## src/rtl/modn_event_pkg.sv

```systemverilog
// Shared definitions for the modulo-N event counter: event-mode encodings and legal N_STATES range.
// Purely declarative; no logic, no latency.
package modn_event_pkg;

    typedef enum logic [1:0] {
        MODE_LVL_HI = 2'b00,
        MODE_LVL_LO = 2'b01,
        MODE_RISE   = 2'b10,
        MODE_FALL   = 2'b11
    } mode_e;

    localparam int N_STATES_MIN = 2;
    localparam int N_STATES_MAX = 256;

    function automatic bit n_states_legal(input int n);
        return (n >= N_STATES_MIN) && (n <= N_STATES_MAX);
    endfunction

endpackage

```

## src/rtl/modn_event_qual.sv

```systemverilog
// Event qualifier: selects level/edge of either polarity on in_sig and gates it with en.
// ev is combinational from in_sig (edge history adds one flop); no backpressure.
module modn_event_qual
    import modn_event_pkg::*;
(
    input  logic       clk,
    input  logic       rst,
    input  logic       en,
    input  logic [1:0] mode,
    input  logic       in_sig,
    output logic       ev
);

    logic in_d_q;
    logic in_d_d;
    logic sel;

    // History follows the input every cycle, independent of en, so edges are never stale.
    always_comb begin
        in_d_d = in_sig;
    end

    always_ff @(posedge clk) begin
        if (rst) begin
            in_d_q <= 1'b0;
        end else begin
            in_d_q <= in_d_d;
        end
    end

    always_comb begin
        sel = 1'b0;
        case (mode)
            MODE_LVL_HI: sel = in_sig;
            MODE_LVL_LO: sel = ~in_sig;
            MODE_RISE:   sel = in_sig & ~in_d_q;
            MODE_FALL:   sel = ~in_sig & in_d_q;
            default:     sel = 1'b0;
        endcase
        ev = en & sel;
    end

endmodule

```

## src/rtl/modn_event_fsm.sv

```systemverilog
// Counts qualified events modulo N_STATES with registered match, wrap pulse and saturating wrap count.
// MATCH/WRAP/WRAP_CNT register one cycle after the deciding state/event; no backpressure.
module modn_event_fsm
    import modn_event_pkg::*;
#(
    parameter int N_STATES = 5,
    parameter int SW       = $clog2(N_STATES),
    parameter int WCW      = 16
) (
    input  logic           CLK,
    input  logic           RST,
    input  logic           EN,
    input  logic           CLR,
    input  logic [1:0]     MODE,
    input  logic           IN,
    input  logic [SW-1:0]  TARGET,
    output logic [SW-1:0]  STATE,
    output logic           MATCH,
    output logic           WRAP,
    output logic [WCW-1:0] WRAP_CNT
);

    if (!n_states_legal(N_STATES)) begin : g_bad_n_states
        $error("modn_event_fsm: N_STATES must be within 2..256");
    end

    localparam logic [SW-1:0] LAST = SW'(N_STATES - 1);

    logic           ev;
    logic [SW-1:0]  state_q, state_d;
    logic           match_q, match_d;
    logic           wrap_q, wrap_d;
    logic [WCW-1:0] wrap_cnt_q, wrap_cnt_d;
    logic           state_legal;
    logic           target_legal;
    logic           at_last;

    modn_event_qual u_qual (
        .clk    (CLK),
        .rst    (RST),
        .en     (EN),
        .mode   (MODE),
        .in_sig (IN),
        .ev     (ev)
    );

    always_ff @(posedge CLK) begin
        if (RST) begin
            state_q    <= '0;
            match_q    <= 1'b0;
            wrap_q     <= 1'b0;
            wrap_cnt_q <= '0;
        end else begin
            state_q    <= state_d;
            match_q    <= match_d;
            wrap_q     <= wrap_d;
            wrap_cnt_q <= wrap_cnt_d;
        end
    end

    // Illegal encodings only exist when N_STATES is not a power of two.
    always_comb begin
        state_legal  = int'(state_q) < N_STATES;
        target_legal = int'(TARGET) < N_STATES;
        at_last      = (state_q == LAST);

        state_d    = state_q;
        match_d    = (state_q == TARGET) && target_legal;
        wrap_d     = 1'b0;
        wrap_cnt_d = wrap_cnt_q;

        if (CLR) begin
            state_d    = '0;
            match_d    = 1'b0;
            wrap_cnt_d = '0;
        end else if (!state_legal) begin
            state_d = '0;
        end else if (ev) begin
            state_d = at_last ? '0 : state_q + 1'b1;
            wrap_d  = at_last;
            if (at_last && (wrap_cnt_q != '1)) begin
                wrap_cnt_d = wrap_cnt_q + 1'b1;
            end
        end
    end

    always_comb begin
        STATE    = state_q;
        MATCH    = match_q;
        WRAP     = wrap_q;
        WRAP_CNT = wrap_cnt_q;
    end

endmodule
```

## config.mk

```make
export PLATFORM = sky130hd
export DESIGN_NAME = modn_event_fsm
export DESIGN_NICKNAME = d
export VERILOG_FILES = /design/src/rtl/modn_event_pkg.sv /design/src/rtl/modn_event_qual.sv /design/src/rtl/modn_event_fsm.sv
export SDC_FILE = /design/constraint.sdc
export NUM_CORES = 1
export LEC_CHECK = 0
export BUFFER_PORTS_ARGS = -buffer_cell sky130_fd_sc_hd__buf_2
export CORE_MARGIN = 2
export CORE_UTILIZATION = 47
export CTS_CLUSTER_DIAMETER = 40
export CTS_CLUSTER_SIZE = 24
export DETAILED_ROUTE_END_ITERATION = 6
export PLACE_DENSITY = 0.75
export SYNTH_ARGS = -nofsm -noshare
export SYNTH_HDL_FRONTEND = slang
export SYNTH_HIERARCHICAL = 1
export SYNTH_SLANG_ARGS = --single-unit
```

## constraint.sdc

```tcl
create_clock -name CLK -period 1.76 [get_ports CLK]
set_clock_uncertainty 0.1 [all_clocks]
set_input_delay 0.264 -clock CLK [delete_from_list [all_inputs] [get_ports CLK]]
set_output_delay 0.264 -clock CLK [all_outputs]
set_load 0.03 [all_outputs]
```

## After elaboration in Yosys (flattened, before gate mapping)

Index checks and enable logic that the tools add are counted.

- Flip-flop bits (word level): 22
- Bits in latches: 0
- Bits in writable memories: 0
- Bits in read-only memories: 0
- Input bits: 10
- Output and inout port bits: 21
- Memories kept: 0

- $add $sub $neg: 2
- $mul: 0
- Divide/modulo/power cells: 0
- Magnitude comparators: 2
- Equal/unequal tests: 6
- Shifts and indexed selects: 0
- Mux-type cells: 2
- Bitwise operators: 7
- Reduce and logical (&&, ||, !) cells: 7

Operator list:

| cell | count |
|---|---|
| $add 16x1->16 const B | 1 |
| $ne 16x16->1 const B | 1 |
| $lt 3x3->1 const B | 2 |
| $eq 2x2->1 const B | 2 |
| $not 1->1 | 4 |
| $pmux 1 s4 | 1 |
| $reduce_or 4->1 | 1 |
| $add 3x1->3 const B | 1 |
| $and 1x1->1 | 3 |
| $eq 3x3->1 | 1 |
| $eq 3x3->1 const B | 1 |
| $mux 3 | 1 |
| $reduce_and 3->1 | 1 |
| $reduce_or 3->1 | 1 |
| $eq 2x1->1 const B | 1 |
| $logic_and 1x1->1 | 2 |
| $logic_not 2->1 | 1 |
| $reduce_or 2->1 | 1 |

## Depth between registers and ports, before layout

Gate-level depths: netlist of the first run.

- Depth after elaboration: 6
- Mapped depth: 9
- Mapped depth without buffers: 8

## Modules after synthesis

Netlist of the first run, hierarchy kept.

By module, submodules not included:

| module | times used | cells each | area each (µm²) | sequential area each (µm²) |
|---|---|---|---|---|
| modn_event_fsm | 1 | 124 | 1158.6 | 420.4 |
| modn_event_qual | 1 | 7 | 60.1 | 20.0 |

## Least setup slack after synthesis of the first run

Ideal clock, no wire load.

- Path type: flip-flop to flip-flop
- Start: reg wrap_cnt_q[0], in the netlist WRAP_CNT[0]
- End: reg wrap_cnt_q[12], in the netlist WRAP_CNT[12]
- Library setup time: 0.129 ns
- Arrival: 1.773 ns
- Data required time: 1.531 ns
- Slack: -0.242 ns
- Cell stages (with the launch flop): 7
- Path buffers: 0
- Period minus slack after synthesis: 2.002 ns
- Path through: dfxtp_1 > ha_1 > nand3_1 > or2_2 > nor4_2 > xnor2_1 > nor2_1

- Longest elaborated chain between the ends: 3

Ends and longest elaborated chain:

| what | RTL line | RTL |
|---|---|---|
| from (decl) | modn_event_fsm.sv:33 | `logic [WCW-1:0] wrap_cnt_q, wrap_cnt_d;` |
| from (signal assigned) | modn_event_fsm.sv:57 | `wrap_cnt_q <= wrap_cnt_d;` |
| branches (longest 3 deep; another with $add 16x1->16) | n/a |  |

Several ways; the timed one is not identified.
A chain may end at the register's enable or synchronous reset.

## Worst setup path in the final report of the first run

- Start: reg u_qual.in_d_q
- End: reg wrap_cnt_q[5], in the netlist WRAP_CNT[5]

- Longest elaborated chain between the ends: 5

Ends and longest elaborated chain:

| what | RTL line | RTL |
|---|---|---|
| from (decl) | modn_event_qual.sv:14 | `logic in_d_q;` |
| from (signal assigned) | modn_event_qual.sv:27 | `in_d_q <= in_d_d;` |
| $not 1->1 | modn_event_qual.sv:36 | `MODE_RISE: sel = in_sig & ~in_d_q;` |
| $and 1x1->1 | modn_event_qual.sv:36 |  |
| $pmux 1 s4 * | modn_event_qual.sv:33 | `case (mode)` |
| $and 1x1->1 * | modn_event_qual.sv:40 | `ev = en & sel;` |
| named net ev | modn_event_fsm.sv:29 | `logic ev;` |
| $reduce_and 3->1 (no line) * | n/a |  |

Mark *: on every way through the listed nets, which the timed path passes. The rest lies on a longest branch.

==> impl_metrics.yaml, run 1 <==
clock_network:
  cts-root-buf: "clkbuf_4"
  clock_sinks: 22
  cts.clk_slew.worst_paths_ps: 130
  tritoncts: "done"
  cts_buffers: 3
  h-tree-depth: 1
  clock_path_buffers: 2
  insertion_delay_ps: 320
pwr:
  clock_power_share: 0.371
  p_int_w: 0.0007021
  p_per_area_nw_per_um2: 525.7
  pwr-share-comb: 0.073
  leakage_nw: 0.6469
  ir_drop_mv: 0.5382
  power_frac_seq: 0.556
  p_switching_w: 0.0001958
  swShare: 0.2180
route:
  wire_per_inst_um: 13.12
  dr.pass1.iters: 4
  drc_errors: 0
  dr.first_iter.drc_count: 19
  postRouteAntennaNets: 0
  vias: 1125
  wl_um: 2716
  vias_per_cell: 5.435
worst_setup_path:
  crit_slowest_cell: "dfxtp_2"
  cp_top_family: "simple AND/OR/NAND/NOR gates"
  reg2reg_depth: 9
  end_kind: "register"
  r2r-start: "u_qual/in_d_q$_SDFF_PP0_"
  cp_max_fo: 5
  max_stage_delay_ps: 360
  critPathLaunch: "u_qual/in_d_q$_SDFF_PP0_"
  crit_required_ps: 1870
  path_class: "register to register"
  arrival_ps: 1900
  crit_cells: 9
  startpoint_type: "register"
  crit_buf_inv: 1
  path_cells: "nand2b_1, nand3b_1, a21boi_2, and3_4, nand2_4, buf_12, a211oi_4, xnor2_1, nor2_1"
floorplanning:
  die_area_sq_um: 3016
  dieWidth_um: 54.92
  io_pins: 31
  initial_core_util: 0.4919
  die_y_um: 54.92
  num_rows: 18
  core_area_sq_um: 2477
sta:
  slew-limit-headroom: 0.7265
  max_freq_mhz: 559.8
  holdWs_ps: 76.27
  fin_crit_sh: 1.015
  setup_viol: 3
  rsz0062_at_grt: "true"
  fin_ws_ps: -26.37
  post-route-min-period_ps: 1786
  finalHoldViolations: 0
  worst_slew_pin_slew_ps: 404.6
  drv_slew: 0
placement:
  gp_routability_congestion: 0.8098
  portBuffers: 30
  place_ws_ps: -95.72
  dp_hpwl_um: 2104
grt:
  grt_overflow: 0
  grt_usage: 0.2072
  antenna_found_initial: 0
  grt_max_degree: 14
  grt_pass1_wl_um: 4512
  grt_pass1_vias: 1049
run:
  max-cap-violations: 0
final_layout:
  layout-drive-gt1-share: 0.4972
  final_cell_mix: "buf_2 (30), nor2_1 (20), xnor2_1 (14)"
  antennaDiodeCount: 0
  final_common_cell: "buf_2"
  area_growth_pct: 40.14
  final_nets: 191
yosys:
  syn_inst: 131
  synth_top_area_frac: 0.3614
  yosys_warnings: 6
  ys_ff_latch: 22
  synth_top_area_cell: "dfxtp_1"
  synth-seq-area-share: 0.3614
  ys_types: 41
  ys_top_cells_by_area: "dfxtp_1 (36%), xnor2_1 (10%), nor2_1 (6.2%), a211oi_2 (4.1%), ha_1 (3.1%)"
  syn_area_per_cell_sq_um: 9.303
  syn_nets: 144
  syn_area_sq_um: 1219
worst_hold_path:
  min_from: "IN"
  hold_depth: 2
  hp-class: "primary input to register"
status:
  status: "finished, violations left"
  failed_checks: "negative setup slack"
kinds of logic after synthesis:
family,Yosys count,synth area share
buffers and inverters,10,0.04312
adders and majority gates,3,0.03080
AOI/OAI and AO/OA,23,0.1571
DFF,22,0.3614
muxes,2,0.01643
xor gates and xnor gates,14,0.1006
and+or+nand+nor,57,0.2906
state kept, by name, summed over array words and instances (netlist names):
name / cells
STATE: 3
MATCH: 1
u_qual/in_d_q: 1
WRAP_CNT: 16
WRAP: 1
routing by layer:
layer  vias to the layer above  global-route usage  share of wire
li1                        558                   -              -
met1                       535              0.2496           0.45
met2                        30              0.3710           0.50
met3                         2             0.05645          0.045
met4                         0             0.03659         0.0044
met5                         -                   0              0
cell usage after synthesis, drive strengths merged:
master and instances:
dfxtp 22, nor2 22, xnor2 14, a21oi 9, a211oi 6, inv 6, nand3 6, nand2 5
nand4 4, nor4 4, ha 3, nand3b 3, nor3 3, and3 2, and4 2, buf 2
clkbuf 2, mux2i 2, o21ai 2, or2 2, a2111oi 1, a21bo 1, a21boi 1, a31o 1
nand2b 1, nor2b 1, nor4b 1, o22ai 1, o41ai 1, or4 1
power groups by stage:
stage	clock, W	combinational [W]	sequential (W)
floorplan	0	0.0000306	0.000514
global placement	0	0.0000582	0.000510
detailed placement	0	0.0000606	0.000510
CTS	0.000342	0.0000656	0.000499
global route	0.000354	0.0000722	0.000500
finish	0.000333	0.0000656	0.000499
repair_timing:
action,in CTS,in global routing
hold buffers,1,0
setup endpoints to repair,13,18
pin swaps,5,14
resized for setup,8,3
setup buffers,1,0
hold endpoints to repair,1,0
final timing paths:
check / endpoint / slack (ps)
worst max-delay path: WRAP_CNT[5]$_SDFFE_PP0P_ / -30
worst min-delay path: u_qual/in_d_q$_SDFF_PP0_ / 80
worst max register to register: WRAP_CNT[5]$_SDFFE_PP0P_ / -30
worst min register to register: WRAP_CNT[6]$_SDFFE_PP0P_ / 410
stage by stage:
step | area [sq um] | power, W | utilization | std cells | TNS [ps]
detailed placement | 1588 | 0.0005707 | 0.6409 | 201 | -815.8
CTS | 1693 | 0.0009070 | 0.6833 | 207 | -137.3
finish | 1708 | 0.0008978 | 0.6894 | 207 | -51.71
global route | 1708 | 0.0009260 | 0.6894 | 207 | -1255
global placement | 1588 | 0.0005680 | 0.6409 | 201 | -69.17
floorplan | 1300 | 0.0005450 | - | 131 | -20.14
area by class of cell:
type / instances / area (sq um)
repair buffers: 46 / 301.5
well taps: 30 / 37.54
multi-input cells: 99 / 839.6
flip-flops and latches: 22 / 459.2
clock buffers: 4 / 47.55
fillers: 206 / 769.5
inverters: 6 / 22.52
No activity file was read; power rests on OpenSTA's default activity.
==> run 2, diff against run 1 <==
==> constraint.sdc (replaced) <==
create_clock -name CLK -period 1.76 [get_ports CLK]
set_clock_uncertainty 0.1 [all_clocks]
set_input_delay 0.264 -clock CLK [delete_from_list [all_inputs] [get_ports CLK]]
set_output_delay 0.264 -clock CLK [all_outputs]
set_load 0.05 [all_outputs]
==> run 2 against run 1 <==
Compared with the run above: via count is 3.7% lower; first-iteration DRC count down 32%; the flow still finishes with violations (negative setup slack); maximum frequency decreased by 2.1%; cell area is 0.22% lower; highest routed layer unchanged; sequential power down 2%; core utilization fell by 0.15 points; power fell by 5.9%; register-to-register slack got worse by 40 ps; largest power group unchanged; worst hold slack better by 4.3 ps; critical path depth is 2 lower; clock power down 14%.
==> impl_metrics.yaml, run 2 (synthesis gave the netlist of run 1 again) <==
grt:
  grt_usage: 0.2023
  grt_max_degree: 13
  grt_pass1_vias: 1021
  antenna_found_initial: 0
  grt_overflow: 0
  grt_pass1_wl_um: 4402
worst_setup_path:
  cp_max_fo: 4
  crit_slowest_cell: "or4_4"
  max_stage_delay_ps: 480
  arrival_ps: 1970
  path_cells: "nand2b_4, nand3b_1, a21boi_2, and3_4, nand2_4, or4_4, a21oi_2"
  r2r-start: "u_qual/in_d_q$_SDFF_PP0_"
  crit_required_ps: 1910
  startpoint_type: "register"
  critPathLaunch: "u_qual/in_d_q$_SDFF_PP0_"
  end_kind: "register"
  cp_top_family: "simple AND/OR/NAND/NOR gates"
  path_class: "register to register"
  crit_buf_inv: 0
sta:
  slew-limit-headroom: 0.5588
  max_freq_mhz: 548.1
  post-route-min-period_ps: 1824
  setup_viol: 11
  drv_slew: 0
  holdWs_ps: 80.60
  fin_ws_ps: -64.48
  worst_slew_pin_slew_ps: 661.8
  fin_crit_sh: 1.037
  rsz0062_at_grt: "true"
  finalHoldViolations: 0
floorplanning:
  dieWidth_um: 54.92
  io_pins: 31
  num_rows: 18
  core_area_sq_um: 2477
  die_area_sq_um: 3016
  initial_core_util: 0.4919
  die_y_um: 54.92
final_layout:
  final_nets: 188
  final_common_cell: "buf_2"
  antennaDiodeCount: 0
  final_cell_mix: "buf_2 (30), nor2_1 (20), xnor2_1 (14)"
  largest_register_ffs: 16
  layout-drive-gt1-share: 0.5632
  area_growth_pct: 39.84
worst_hold_path:
  hp-class: "primary input to register"
  min_from: "IN"
clock_network:
  insertion_delay_ps: 320
  clock_path_buffers: 2
  cts.clk_slew.worst_paths_ps: 130
  h-tree-depth: 1
  tritoncts: "done"
  cts_buffers: 3
  cts-root-buf: "clkbuf_4"
  clock_sinks: 22
placement:
  place_ws_ps: -107.5
  portBuffers: 30
  gp_routability_congestion: 0.7686
  dp_hpwl_um: 2038
route:
  dr.pass1.iters: 4
  wire_per_inst_um: 13.27
  vias_per_cell: 5.309
  drc_errors: 0
  postRouteAntennaNets: 0
  vias: 1083
  wl_um: 2708
  dr.first_iter.drc_count: 13
pwr:
  leakage_nw: 0.6242
  p_per_area_nw_per_um2: 495.8
  ir_drop_mv: 0.6408
  finalPower_w: 0.0008448
status:
  status: "finished, violations left"
  failed_checks: "negative setup slack"
run:
  max-cap-violations: 0
run 2: cell count changes in the layout (fill, tap and decap cells not counted), sizes merged:
cell	previous run	this run
buf	45	42
run 2: routing by layer:
layer	routed length (um)	track usage	share of wire	vias to the layer above
li1	-	-	-	559
met3	95	0.05108	0.035	4
met5	0	0	0	-
met4	29	0.05691	0.011	0
met1	1223	0.2496	0.45	501
met2	1358	0.3472	0.50	19
run 2: worst register-to-register path, cell delays in order (launching register included):
cell and delay, ps:
dfxtp_2 360, nand2b_4 110, nand3b_1 90, a21boi_2 170, and3_4 230, nand2_4 70
or4_4 480, a21oi_2 140
run 2: final timing paths:
path,endpoint,slack (ps),depth (start not counted)
max reg2reg,WRAP_CNT[6]$_SDFFE_PP0P_,-60,7
min reg2reg,WRAP_CNT[6]$_SDFFE_PP0P_,400,2
max,WRAP_CNT[6]$_SDFFE_PP0P_,-60,7
min,u_qual/in_d_q$_SDFF_PP0_,80,2
run 2: metrics by stage:
stage | instances | TNS [ps] | instance area (sq um) | util
2_1_floorplan | 131 | -14.60 | 1348 | -
3_3_place_gp | 198 | -222.8 | 1597 | 0.6444
3_5_place_dp | 198 | -644.9 | 1597 | 0.6444
4_1_cts | 204 | -67.90 | 1678 | 0.6773
5_1_grt | 204 | -1976 | 1704 | 0.6879
6_report | 204 | -244.4 | 1704 | 0.6879
run 2: layout make-up:
cell class / count / area, sq um
Multi-Input combinational cell: 99 / 859.6
Fill cell: 192 / 773.2
Sequential cell: 22 / 485.5
Timing Repair Buffer: 43 / 262.8
Tap cell: 30 / 37.54
Clock buffer: 4 / 36.28
Inverter: 6 / 22.52
run 2: report_power, final:
group | leakage [nW] | switching [W] | internal (W) | total (W)
registers | 0.190 | 0.00000163 | 0.000489 | 0.000490
logic | 0.413 | 0.0000381 | 0.0000306 | 0.0000687
clock network | 0.0210 | 0.000159 | 0.000127 | 0.000286
run 2: what timing repair did:
item / 4_1_cts / 5_1_grt
buffers inserted: 1 / 0
endpoints found under the setup margin: 10 / 16
hold buffers: 1 / 0
pin swaps: 5 / 12
hold endpoints to repair: 1 / 0
gates resized for setup: 7 / 4
==> run 3, diff against run 2 <==
--- a/config.mk
+++ b/config.mk
@@ -12,6 +12,7 @@
 export CTS_CLUSTER_SIZE = 24
 export DETAILED_ROUTE_END_ITERATION = 6
 export PLACE_DENSITY = 0.75
+export SKIP_LAST_GASP = 1
 export SYNTH_ARGS = -nofsm -noshare
 export SYNTH_HDL_FRONTEND = slang
 export SYNTH_HIERARCHICAL = 1
==> run 3 against run 2 <==
Compared with the run above: the run still ends with negative setup slack left; power is essentially flat; critical path depth stayed put; cell area unchanged; clock-buffer cell count unchanged; via count increased by 0.46%; non-clock buffer count unchanged; clock power is essentially flat; highest routed layer unchanged; largest cell class unchanged; sequential power about the same; critical endpoint unchanged; worst setup slack better by 0.67 ps; largest power group unchanged.
==> impl_metrics.yaml, run 3 (synthesis gave the netlist of run 1 again) <==
route:
  wl_um: 2696
  postRouteAntennaNets: 0
  dr.pass1.iters: 3
  vias: 1088
  dr.first_iter.drc_count: 10
  wire_per_inst_um: 13.22
  drc_errors: 0
  vias_per_cell: 5.333
worst_setup_path:
  arrival_ps: 1970
  reg2reg_to: "WRAP_CNT[6]$_SDFFE_PP0P_"
  r2r-start: "u_qual/in_d_q$_SDFF_PP0_"
  startpoint_type: "register"
  crit_slowest_cell: "or4_4"
  max_stage_delay_ps: 480
  cp_max_fo: 4
  reg2reg_slack_ps: -60
  path_class: "register to register"
  crit_required_ps: 1910
  cp_top_family: "simple AND/OR/NAND/NOR gates"
  end_kind: "register"
  reg2reg_depth: 7
  path_cells: "nand2b_4, nand3b_1, a21boi_2, and3_4, nand2_4, or4_4, a21oi_2"
  crit_buf_inv: 0
sta:
  worst_slew_pin_slew_ps: 660.2
  post-route-min-period_ps: 1824
  rsz0062_at_grt: "true"
  setup_viol: 11
  finalHoldViolations: 0
  fin_ws_ps: -63.81
  drv_slew: 0
  max_freq_mhz: 548.3
  fin_crit_sh: 1.036
  slew-limit-headroom: 0.5598
  holdWs_ps: 81.16
  finalSetupTns_ps: -227.4
pwr:
  p_per_area_nw_per_um2: 495.5
  finalPower_w: 0.0008444
  ir_drop_mv: 0.6408
  leakage_nw: 0.6242
run:
  max-cap-violations: 0
grt:
  grt_pass1_vias: 1021
  met2_usage: 0.3472
  grt_most_used_layer: "met2"
  grt_use_met1: 0.2496
  grt_overflow: 0
  grt_usage: 0.2023
  grt_pass1_wl_um: 4402
  grt_max_degree: 13
  antenna_found_initial: 0
  gr-usage-met3: 0.05108
final_layout:
  fill_cells: 192
  final_nets: 188
  largest_register_ffs: 16
  final_cell_mix: "buf_2 (30), nor2_1 (20), xnor2_1 (14)"
  area_growth_pct: 39.84
  final_common_cell: "buf_2"
  post-route-util: 0.6879
  antennaDiodeCount: 0
  layout-drive-gt1-share: 0.5632
worst_hold_path:
  hp-class: "primary input to register"
  hold_depth: 2
  hold_end: "u_qual/in_d_q$_SDFF_PP0_"
  min_from: "IN"
floorplanning:
  dieWidth_um: 54.92
  die_area_sq_um: 3016
  initial_core_util: 0.4919
  core_area_sq_um: 2477
  die_y_um: 54.92
  num_rows: 18
  io_pins: 31
status:
  status: "finished, violations left"
  failed_checks: "negative setup slack"
clock_network:
  clock_sinks: 22
  tritoncts: "done"
  cts_buffers: 3
  cts.clk_slew.worst_paths_ps: 130
  h-tree-depth: 1
  cts-root-buf: "clkbuf_4"
  clock_path_buffers: 2
  insertion_delay_ps: 320
placement:
  portBuffers: 30
  dp_hpwl_um: 2038
  gp_routability_congestion: 0.7686
==> run 3: cell counts in the layout (fill, tap and decap cells not counted) <==
Identical to the previous run, type by type.
==> run 3: where the power goes <==
part / switching (W) / internal (W) / total, W
Sequential: 0.00000163 / 0.000489 / 0.000490
Clock: 0.000159 / 0.000127 / 0.000285
Combinational: 0.0000381 / 0.0000306 / 0.0000687
==> run 3: what timing repair did <==
| item | 4_1_cts | 5_1_grt |
|---|---|---|
| buffers inserted | 1 | 0 |
| gates resized for setup | 7 | 4 |
| hold buffers | 1 | 0 |
| pin swaps | 5 | 11 |
| endpoints found under the setup margin | 10 | 16 |
| endpoints found under the hold margin | 1 | 0 |
==> run 3: worst max-delay path by stage <==
| stage | from | end | slack [ps] | depth (start not counted) |
|---|---|---|---|---|
| after floorplan | u_qual/in_d_q$_SDFF_PP0_ | WRAP_CNT[1]$_SDFFE_PP0P_ | -10 | 9 |
| after global placement | IN | WRAP_CNT[6]$_SDFFE_PP0P_ | -60 | 7 |
| after detailed placement | MODE[1] | WRAP_CNT[6]$_SDFFE_PP0P_ | -110 | 8 |
| after CTS | u_qual/in_d_q$_SDFF_PP0_ | WRAP_CNT[6]$_SDFFE_PP0P_ | -30 | 7 |
| after global routing | u_qual/in_d_q$_SDFF_PP0_ | WRAP_CNT[1]$_SDFFE_PP0P_ | -170 | 9 |
| final | u_qual/in_d_q$_SDFF_PP0_ | WRAP_CNT[6]$_SDFFE_PP0P_ | -60 | 7 |
==> run 3: worst register-to-register path: cells and delay by family, from the launching register on <==
kind,cells,cell delay [ps]
and+or+nand+nor,5,980
DFF,1,360
AOI/OAI and AO/OA,2,310
==> run 3: final cells by class <==
type | instances | area [sq um] | share of cell area
Clock buffer | 4 | 36.28 | 0.02129
Multi-Input combinational cell | 99 | 859.6 | 0.5044
Sequential cell | 22 | 485.5 | 0.2849
Tap cell | 30 | 37.54 | 0.02203
Inverter | 6 | 22.52 | 0.01322
Timing Repair Buffer | 43 | 262.8 | 0.1542
==> run 3: per-stage QoR <==
| step | worst slack [ps] | cell area (sq um) | cells |
|---|---|---|---|
| 3_5_place_dp | -107.5 | 1597 | 198 |
| 2_1_floorplan | -14.60 | 1348 | 131 |
| 5_1_grt | -169.8 | 1704 | 204 |
| 3_3_place_gp | -64.59 | 1597 | 198 |
| 4_1_cts | -32.88 | 1678 | 204 |
| 6_report | -63.81 | 1704 | 204 |
==> run 3: metal layers <==
layer / up-vias / share of wire
met5: - / 0
met2: 19 / 0.50
met4: 0 / 0.011
met3: 4 / 0.035
li1: 559 / -
met1: 506 / 0.45
